**config.mk**
```make
export PLATFORM = sky130hd
export DESIGN_NAME = detector_paso_personas
export DESIGN_NICKNAME = d
export VERILOG_FILES = /design/src/rtl/detector_paso_personas.sv
export SDC_FILE = /design/constraint.sdc
export NUM_CORES = 1
export LEC_CHECK = 0
export CORE_ASPECT_RATIO = 1.25
export CORE_MARGIN = 1.5
export CORE_UTILIZATION = 28
export CTS_CLUSTER_SIZE = 12
export DETAILED_ROUTE_END_ITERATION = 8
export HOLD_SLACK_MARGIN = 0.1
export PLACE_DENSITY = 0.53
export SLEW_MARGIN = 20
export SYNTH_ARGS = -nofsm -noshare
export SYNTH_HDL_FRONTEND = slang
export SYNTH_SLANG_ARGS = --single-unit
```
**constraint.sdc**
```tcl
create_clock -name clk -period 5.7 [get_ports clk]
set_input_delay 0.57 -clock clk [delete_from_list [all_inputs] [get_ports clk]]
set_output_delay 0.57 -clock clk [all_outputs]
set_load 0.05 [all_outputs]
```
**src/rtl/detector_paso_personas.sv**
```systemverilog
// People counter behind an ultrasonic trigger/echo controller: schedules measurement requests,
// converts echo width to centimetres and debounces presence to count passers-by.
module detector_paso_personas #(
  parameter int unsigned CLOCK_FREQ  = 50_000_000,
  parameter int unsigned MEAS_PERIOD = 3_000_000,
  parameter int unsigned TIMEOUT     = 2_000_000,
  parameter int unsigned SHIFT       = 24,
  parameter int unsigned MULT        =
    32'(((64'd34300 << SHIFT) + 64'(CLOCK_FREQ)) / (64'd2 * 64'(CLOCK_FREQ))),
  parameter int unsigned NEAR_CM     = 80,
  parameter int unsigned FAR_CM      = 120,
  parameter int unsigned DEBOUNCE    = 3
) (
  input  logic        clk,
  input  logic        rst,
  input  logic        meas_valid_i,
  input  logic [31:0] echo_count_i,
  input  logic        clear_i,
  output logic        meas_req_o,
  output logic [15:0] distance_o,
  output logic        distance_valid_o,
  output logic        timeout_o,
  output logic        presence_o,
  output logic [15:0] people_count_o
);

  localparam int unsigned CW     = $clog2(DEBOUNCE + 1);
  localparam logic [CW-1:0] DEB  = CW'(DEBOUNCE);
  localparam logic [12:0] MULT_W = 13'(MULT);
  localparam logic [15:0] NEAR_W = 16'(NEAR_CM);
  localparam logic [15:0] FAR_W  = 16'(FAR_CM);

  typedef enum logic [1:0] {S_WAIT_PERIOD, S_REQUEST, S_WAIT_RESULT} sched_e;
  typedef enum logic {P_ABSENT, P_PRESENT} pres_e;

  sched_e        sched_q;
  logic [31:0]   timer_q;
  logic          req_q, to_q;
  logic          s1_valid_q;
  logic [44:0]   prod_q;
  logic [44:0]   scaled_d;
  logic          capture_d;
  logic [15:0]   dist_q;
  logic          dv_q;
  pres_e         pres_q;
  logic          presence_q;
  logic [CW-1:0] near_q, far_q, near_d, far_d;
  logic          is_near_d, is_far_d, leave_d;
  logic [15:0]   count_q;

  assign capture_d = (sched_q == S_WAIT_RESULT) && meas_valid_i;

  always_ff @(posedge clk) begin
    if (!rst) begin
      sched_q <= S_WAIT_PERIOD;
      timer_q <= '0;
      req_q   <= 1'b0;
      to_q    <= 1'b0;
    end else begin
      req_q <= 1'b0;
      to_q  <= 1'b0;
      unique case (sched_q)
        S_WAIT_PERIOD: begin
          if (timer_q == MEAS_PERIOD - 1) begin
            sched_q <= S_REQUEST;
            req_q   <= 1'b1;
          end else begin
            timer_q <= timer_q + 32'd1;
          end
        end
        S_REQUEST: begin
          timer_q <= '0;
          sched_q <= S_WAIT_RESULT;
        end
        S_WAIT_RESULT: begin
          // a result arriving on the expiry cycle takes precedence over the timeout
          if (meas_valid_i) begin
            timer_q <= '0;
            sched_q <= S_WAIT_PERIOD;
          end else if (timer_q == TIMEOUT - 1) begin
            to_q    <= 1'b1;
            timer_q <= '0;
            sched_q <= S_WAIT_PERIOD;
          end else begin
            timer_q <= timer_q + 32'd1;
          end
        end
        default: sched_q <= S_WAIT_PERIOD;
      endcase
    end
  end

  assign scaled_d = prod_q >> SHIFT;

  always_ff @(posedge clk) begin
    if (!rst) begin
      s1_valid_q <= 1'b0;
      prod_q     <= '0;
      dist_q     <= '0;
      dv_q       <= 1'b0;
    end else begin
      s1_valid_q <= capture_d;
      if (capture_d) prod_q <= 45'(echo_count_i) * 45'(MULT_W);
      dv_q <= s1_valid_q | to_q;
      if (s1_valid_q) dist_q <= (|scaled_d[44:16]) ? 16'hFFFF : scaled_d[15:0];
      else if (to_q) dist_q <= '1;
    end
  end

  assign near_d    = near_q + CW'(1);
  assign far_d     = far_q + CW'(1);
  assign is_near_d = dist_q < NEAR_W;
  assign is_far_d  = dist_q > FAR_W;
  assign leave_d   = dv_q && (pres_q == P_PRESENT) && is_far_d && (far_d == DEB);

  always_ff @(posedge clk) begin
    if (!rst) begin
      pres_q     <= P_ABSENT;
      presence_q <= 1'b0;
      near_q     <= '0;
      far_q      <= '0;
      count_q    <= '0;
    end else begin
      if (dv_q) begin
        unique case (pres_q)
          P_ABSENT: begin
            if (is_near_d) begin
              far_q <= '0;
              if (near_d == DEB) begin
                pres_q     <= P_PRESENT;
                presence_q <= 1'b1;
                near_q     <= '0;
              end else begin
                near_q <= near_d;
              end
            end else begin
              near_q <= '0;
            end
          end
          P_PRESENT: begin
            if (is_far_d) begin
              if (far_d == DEB) begin
                pres_q     <= P_ABSENT;
                presence_q <= 1'b0;
                far_q      <= '0;
                near_q     <= '0;
              end else begin
                far_q <= far_d;
              end
            end else begin
              far_q <= '0;
            end
          end
          default: pres_q <= P_ABSENT;
        endcase
      end
      if (clear_i) count_q <= '0;
      else if (leave_d && count_q != 16'hFFFF) count_q <= count_q + 16'd1;
    end
  end

  assign meas_req_o       = req_q;
  assign timeout_o        = to_q;
  assign distance_o       = dist_q;
  assign distance_valid_o = dv_q;
  assign presence_o       = presence_q;
  assign people_count_o   = count_q;

endmodule
```
* Word-level counts from Yosys, hierarchy flattened
Index checks and enable logic that the tools add are counted.
Cells by class: $add $sub $neg 4, $mul 1, order comparisons 2, equal/unequal tests 14, mux-type cells 32, bitwise gates (word level) 4, reduce and logical (&&, ||, !) cells 17
Operators with widths (number):
- $mux 32 | 3
- $pmux 32 s3 | 1
- $mux 16 | 3
- $mul 32x13->45 const B | 1
- $add 32x1->32 const B | 1
- $eq 32x21->1 const B | 1
- $eq 32x22->1 const B | 1
- $mux 2 | 10
- $add 16x1->16 const B | 1
- $gt 16x7->1 const B | 1
- $lt 16x7->1 const B | 1
- $ne 16x16->1 const B | 1
- $mux 1 | 10
- $ne 2x2->1 const B | 4
- $pmux 2 s2 | 2
- $reduce_and 2->1 | 4
- $eq 2x2->1 const B | 3
- $pmux 2 s3 | 1
- $logic_and 1x1->1 | 5
- $reduce_and 5->1 | 1
- $reduce_or 5->1 | 1
- $add 2x1->2 const B | 2
- $ne 2x1->1 const B | 2
- $pmux 1 s2 | 2
- 10 further kinds | 12
Storage, ports and cells: register bits after elaboration 121, bits of input ports 36, output and inout bits 36, logic and storage cells 87

* Longest topological paths before layout
word-level depth 5, mapped depth 20

* Least setup slack after synthesis
No wires, ideal clock.
path kind input port to flip-flop, from input echo_count_i[15], to register prod_q[44], setup time 132 ps, arrival time 5200 ps, path slack 368 ps, cell stages on the path 18, path buffers 0, cells stage by stage ha_1 fa_1 inv_1 fa_1 inv_1 fa_1 inv_1 fa_1 inv_1 ha_1 a2111oi_2 o21ai_1 a221o_1 or4b_1 o21ai_1 o21ai_1 xnor2_1 a21oi_1
On the way: cells in the longest elaborated chain, start to end 1
RTL lines:
- from (decl) | RTL line 17 | input logic [31:0] echo_count_i,
- $mul 32x13->45 | RTL line 103 | if (capture_d) prod_q <= 45'(echo_count_i) * 45'(MULT_W);
- to (signal assigned) | RTL line 103
- to (decl) | RTL line 40 | logic [44:0] prod_q;
No other way between the ends. A chain may end at the register's enable or synchronous reset.

* Worst setup path in the final report
from input echo_count_i[17], to register prod_q[44]
The elaborated chain is that of the path after synthesis.

==> qor.yml <==
tightest_slew_ps: 1070
yosys-top-cells-area: "fa_1 (30%), dfxtp_1 (17%), ha_1 (16%)"
pwr-share-comb_pct: 84.3
rrSetupSlack_ps: 2840
synth_edf_count: 0
drive_gt1_share_pct: 14.06
dieWidth_microns: 185.4
cp_data_arrival_time_ps: 5800
areaGrowthSynthToFinish_pct: 24.62
firstDrtPassIters: 5
p_per_area_mw_per_mm2: 630.6
totalWireLength_mm: 26.68
cap_violations: 0
switchingPower_uw: 4227
grt_max_degree: 32
whs_path_depth: 2
synth_cell_type_count: 65
numCtsBuffers: 9
n_antenna_cell: 0
cellInternalPower_uw: 4927
synthCells: 1262
path_class: "input pin to flip-flop"
slew_violations: 0
grt_usage_pct: 13.01
power_frac_seq_pct: 7.4
setup_violations: 0
syn-cell-area_sq_mm: 0.01165
cts_root_buf: "clkbuf_16"
synth_top_family_by_area: "adder cells"
numClockSinks: 97
drc: 0
start_util_pct: 28.40
dpl.hpwl_mm: 23.58
synth_compound_area_share_pct: 10.12
pin_count: 72
synth.top_cell.area_share_pct: 30.07
r2r_cells: 7
clockPowerShare_pct: 8.2
grt_overflow: 0
synth-main-ff-cell: "dfxtp_1"
synth_fp_nets: 1618
fillers: 4204
clk-insertion-delay-late_ps: 350
clockBufferDepth: 2
grt_pass1_wl_mm: 45.20
nets: 1816
cp_max_fo: 5
synth_top_cell_by_area: "fa_1"
seq_area_frac_synth_pct: 16.67
leakage_uw: 0.007021
power_uw: 9155
yosys.area_share.adder_pct: 45.64
place_congestion: 0.8470
clk_pin_slew_ps: 80
rsz0062_at_grt: "true"
ys_warn_count: 0
period_needed_ps: 5586
tns_ps: 0
die_y_microns: 231.1
synthSimpleGateAreaFrac_pct: 12.05
fmax_mhz: 179.0
first_global_vias: 9327
r2r_start: "timer_q[25]"
fin_crit_sh_pct: 98.00
finalClockSkew_ps: 17.27
drtIter0Drc: 260
synthMuxAreaShare_pct: 0.4296
end_kind: "flip-flop"
cp-start-kind: "input pin"
hold_viol: 0
async_flop_share_pct: 0
max-vdd-ir-drop_mv: 0.4193
wl_per_cell_microns: 13.23
relSlewSlack_pct: 28.50
whs_endpoint: "prod_q[32]"
critPathRequiredTime_ps: 5920
synth_xor_area_share_pct: 4.285
r2r-end: "timer_q[31]"
cts.htree.levels: 3
hold_path_startpoint: "prod_q[32]"
status: "finished, final reports clean"
antenna_found_initial: 0
io_buffers: 71
std_cell_rows: 83
viasPerCell: 4.318
via_count: 8709
switching_share_pct: 46.18
core_area_sq_mm: 0.04102
yosys_register_bits: 97
holdCritPathClass: "flip-flop to flip-flop"
dieArea_sq_mm: 0.04285
holdBufCountCts: 0
cts_tree: "yes"
dpl_cell_area_sq_mm: 0.01398
hold-worst-slack_ps: 456.3
stdcell_area_sq_mm: 0.01452
synth.avg_cell_area_sq_um: 9.231
ant_nets: 0
==> cell families after synthesis <==
group | Yosys count
buffers and inverters | 335
AND/OR/NAND/NOR | 277
AO/OA/AOI/OAI | 171
XOR/XNOR | 57
flip-flops | 97
adder cells (fa/ha/maj) | 320
multiplexers | 5
==> worst max path at each step <==
stage / to / slack (ps) / depth (start not counted) / start
after floorplan: prod_q[44] / 370 / 18 / echo_count_i[15]
after global placement: prod_q[44] / -300 / 20 / echo_count_i[23]
after detailed placement: prod_q[44] / -370 / 19 / echo_count_i[16]
after CTS: prod_q[44] / 8 / 19 / echo_count_i[16]
after global routing: prod_q[44] / -50 / 18 / echo_count_i[17]
final: prod_q[44] / 110 / 18 / echo_count_i[17]
==> registers in the layout, indices dropped and copies added, names as in the netlist, 2 cells and up <==
register        count
timer_q            32
prod_q             21
distance_o         16
people_count_o     16
far_q               2
near_q              2
sched_q             2
==> layer usage <==
layer  up-vias  global-route usage [%]  share of wire (%)
li1       4434                       -                  -
met1      4146                   16.34                 45
met2       102                   23.72                 51
met3        27                  0.9742                2.6
met4         0                   3.455                1.9
met5         -                       0                  0
==> placed cells by master (no fill, tap or decap), types with 5 or more instances in the layout <==
cell             netlist  routed
dlymetal6s2s_1         0       8
nor2b_1                6       6
fa_2                   0       5
ha_1                 145     143
xor2_1                35      35
a21oi_1               46      43
nand4_1               15      15
clkdlybuf4s50_1        0      63
nand3b_1               5       5
and3_1                13      13
a31oi_1                6       6
dfxtp_1               97      97
mux2i_1                5       5
o21ai_0               35      31
nand3_1               37      34
o221a_2               16      16
nor3b_1                6       6
clkbuf_16              0       9
nor2_1                80      80
o21a_1                 8       8
nor3_1                 9       9
and4_1                 8       8
nor4_1                 6       5
o211ai_1               6       6
inv_1                314     313
xnor2_1               22      22
a21o_1                16      16
nand2_1               66      66
buf_4                  0     137
fa_1                 175     170
o21ai_1                3       6
==> critical path, stage by stage <==
cell,delay [ps]
clkdlybuf4s50_1,420
buf_4,180
ha_1,320
fa_2,610
inv_1,80
fa_1,530
inv_1,50
fa_1,500
fa_1,490
ha_1,250
a2111oi_4,260
o21ai_1,130
a221o_1,380
or4b_4,550
o21ai_4,180
o21ai_1,100
xnor2_1,140
a21oi_1,80
==> power by group through the flow <==
stage | sequential (uW) | clock [uW] | combinational (uW)
2_1_floorplan | 696 | 0 | 4670
3_3_place_gp | 697 | 0 | 7350
3_5_place_dp | 697 | 0 | 7360
4_1_cts | 681 | 777 | 7410
5_1_grt | 681 | 804 | 8820
6_report | 681 | 754 | 7720
==> through the flow <==
step	instances	setup WS (ps)	util, %
final	2017	113.9	35.39
after global routing	2017	-51.46	35.39
after CTS	2015	8.104	35.01
after detailed placement	1999	-365.1	34.09
after global placement	1999	-303.7	34.09
after floorplan	1262	368.3	-
==> timing repair <==
| action | CTS | global route |
|---|---|---|
| hold endpoints to repair | 0 | 0 |
| endpoints found under the setup margin | 0 | 17 |
| buffers inserted | 0 | 2 |
| resized for setup | 0 | 37 |
==> synthesized netlist by cell type, types with 3 or more instances <==
cell and instances:
mux2i_1 5, ha_1 145, fa_1 175, o21bai_1 3, xnor2_1 22, nor3_1 9, nor2b_1 6, o21ai_1 3
nand4_1 15, nor3b_1 6, dfxtp_1 97, xor2_1 35, a31oi_1 6, o211ai_1 6, nand2b_1 3, a211oi_1 6
nand2_1 66, a21oi_1 46, o21a_1 8, or2_2 3, nor4_1 6, nand3_1 37, clkbuf_1 18, nand3b_1 5
a21o_1 16, and4_1 8, and2_1 4, or3_1 4, o21ai_0 35, nor2_1 80, and3_1 13, inv_1 314
o221a_2 16
==> cell type report <==
cell class,count,area (sq um),area share (%)
multi-input cells,830,8572,59.04
flip-flops and latches,97,1942,13.38
repair buffers,208,1759,12.12
inverters,314,1179,8.119
well taps,552,690.7,4.757
clock buffers,10,239.0,1.646
clock inverters,6,136.4,0.9394
Power figures use the tool's default switching activity.
==> variant, RTL diff (same flow settings) <==
Re-encode `sched_e` (3 values) as one-hot, 3 bits wide.
--- a/src/rtl/detector_paso_personas.sv
+++ b/src/rtl/detector_paso_personas.sv
@@ -30,7 +30,7 @@
   localparam logic [15:0] NEAR_W = 16'(NEAR_CM);
   localparam logic [15:0] FAR_W  = 16'(FAR_CM);
 
-  typedef enum logic [1:0] {S_WAIT_PERIOD, S_REQUEST, S_WAIT_RESULT} sched_e;
+  typedef enum logic [2:0] {S_WAIT_PERIOD = 3'b001, S_REQUEST = 3'b010, S_WAIT_RESULT = 3'b100} sched_e;
   typedef enum logic {P_ABSENT, P_PRESENT} pres_e;
 
   sched_e        sched_q;
Behaviour: same outputs for any inputs over 10 cycles, from zero or initial values and one cycle with rst low; not proved beyond that.
==> variant against the original RTL <==
Routed wire length down 1.3%; worst setup slack improved by 0.11 ns; global-route usage is 0.18 points lower; power decreased by 4.3%; sequential cell count increased by 1; synthesized area is 0.61% lower; design area down 0.35%; critical path type unchanged; largest cell class unchanged.
==> variant: results (changes against the original RTL) <==
| Metric | Value |
|---|---|
| Run status | `finished clean` |
| Root Driver | `clkbuf_16` |
| Ys Warns | `0 (unchanged)` |
| Worst rel slew slack | `0.446 (+0.161)` |
| Clk buf depth | `2 (unchanged)` |
| Antenna cell count | `0 (unchanged)` |
| Worst path slowest cell | `fa_1` |
| Initial antenna violation count | `0 (unchanged)` |
| Routed len/inst | `13.0 µm (-1.8%)` |
| Clock-pin slew on the worst setup and hold paths | `0.06 ns (-0.02 ns)` |
| Fill cells | `4264 (+1.4%)` |
| Largest net degree at the start of global routing | `31 (-3.1%)` |
| CTS buffer count | `9 (unchanged)` |
| Half-perimeter wire length after placement | `23200 µm (-1.5%)` |
| Nets | `1821 (+0.28%)` |
| First-pass GRT wire length | `44500 µm (-1.6%)` |
| Sequential area share after synthesis | `0.169 (+0.00276)` |
| Syn nets | `1617 (-0.062%)` |
| Arrival @ worst endpoint | `5.69 ns (-0.11 ns)` |
| Port Buf Inserts | `71 (unchanged)` |
| First-pass iteration count of the detailed router | `4 (-1)` |
| Post-synth top flop | `dfxtp_1` |
| Share of cells above drive strength 1 | `0.145 (+0.00447)` |
| Hold path start | `prod_q[27]` |
| Min-delay worst type | `reg -> reg` |
| Async set or reset register ratio after synthesis | `0 (unchanged)` |
| Worst vdd ir | `0.386 mV (-7.9%)` |
| Largest cells by area after synthesis | `fa_1 30%, dfxtp_1 17%, ha_1 15%, inv_1 10%, nor2_1 2.8%` |
| Clk Latency, worst-skew pair | `0.34 ns` |
| Hold slack | `0.458 ns (+0.00193 ns)` |
| Cell variety after synth | `64 (-1.5%)` |
| Crit. Startpoint | `echo_count_i[10]` |
| Commonest cells post-synth | `319 x inv_1, 175 x fa_1, 140 x ha_1` |
| Crit path max fanout | `5 (unchanged)` |
| GPL Wtd Cong | `0.861 (+1.6%)` |
| Leakage | `6.97 nW (-0.71%)` |
| Vias in the first global route | `9204 (-1.3%)` |
| First DRT Iteration DRCs | `380 (+46%)` |
| Clk_skew | `0.0102 ns (-0.00703 ns)` |
| Gr usage total | `0.128 (-0.00183)` |
| Reg-to-Reg Start | `timer_q[0]` |
| Biggest regs | `timer_q (32), prod_q (21)` |
| Flop-to-flop setup slack | `2.77 ns (-0.07 ns)` |
| Worst path max stage delay | `0.54 ns (-0.07 ns)` |
| H-tree depth | `3 (unchanged)` |
| Routed via count | `8693 (-0.18%)` |
[variant: changes by cell type after synthesis, sizes merged, moves of 5 or more]
cell    delta
o21a       -6
or3       +10
ha         -5
a21oi     +13
nand3      -7
buf        +5
nand2b     +5
xor2       -5
and4       -6
inv        +5
[variant: power by group]
group / switching (mW) / leakage (nW) / internal, mW
clock network: 0.252 / 0.165 / 0.420
registers: 0.00202 / 0.790 / 0.686
logic: 3.77 / 6.02 / 3.63
[variant: metal layers]
layer / wire, µm / up-vias / share of wire / GRT usage
met3: 660 / 28 / 0.025 / 0.0126
met2: 12800 / 110 / 0.49 / 0.228
met4: 441 / 0 / 0.017 / 0.0297
li1: - / 4439 / - / -
met5: 0 / - / 0 / 0
met1: 12400 / 4116 / 0.47 / 0.166
[variant: final cells by class]
class,count,area share
Inverter,319,0.0828
Clock buffer,12,0.0184
Multi-Input combinational cell,825,0.584
Timing Repair Buffer,217,0.127
Tap cell,552,0.0477
Sequential cell,98,0.136
Clock inverter,4,0.00502
[variant: worst paths after layout]
kind                                   end  depth (start not counted)
worst min-delay path            prod_q[27]                          2
worst max register to register  timer_q[0]                          9
worst min register to register  prod_q[27]                          2
worst max-delay path            prod_q[37]                         22
[variant: cells by family (layout without fill, tap and decap cells)]
family,after synthesis,count (layout),synth area share
multiplexers,2,2,0.00173
AND/OR/NAND/NOR,286,286,0.122
flip-flops,98,98,0.169
AO/OA/AOI/OAI,172,172,0.102
buffers and inverters,343,552,0.113
XOR/XNOR,50,50,0.0378
adder cells (fa/ha/maj),315,315,0.454
[variant: metrics by stage]
step                      cells  worst slack (ns)  instance area (µm²)
after floorplan            1266             0.533                11600
final                      2027             0.225                14500
after global routing       2027           -0.0318                14500
after CTS                  2026           0.00677                14300
after detailed placement   2010            -0.386                14000
after global placement     2010            -0.340                14000
[variant: worst max-delay path, delay by kind of cell]
family | cells | cell delay (ns)
adders and majority gates | 6 | 2.56
buffers and inverters | 7 | 1.12
AOI/OAI and AO/OA | 4 | 0.76
and+or+nand+nor | 4 | 0.54
xor gates and xnor gates | 1 | 0.13
[variant: what timing repair did]
item / 4_1_cts / 5_1_grt
resized for setup: 3 / 36
setup buffers: 0 / 1
setup endpoints to repair: 6 / 16
pin swaps: 0 / 12
hold endpoints to repair: 0 / 0
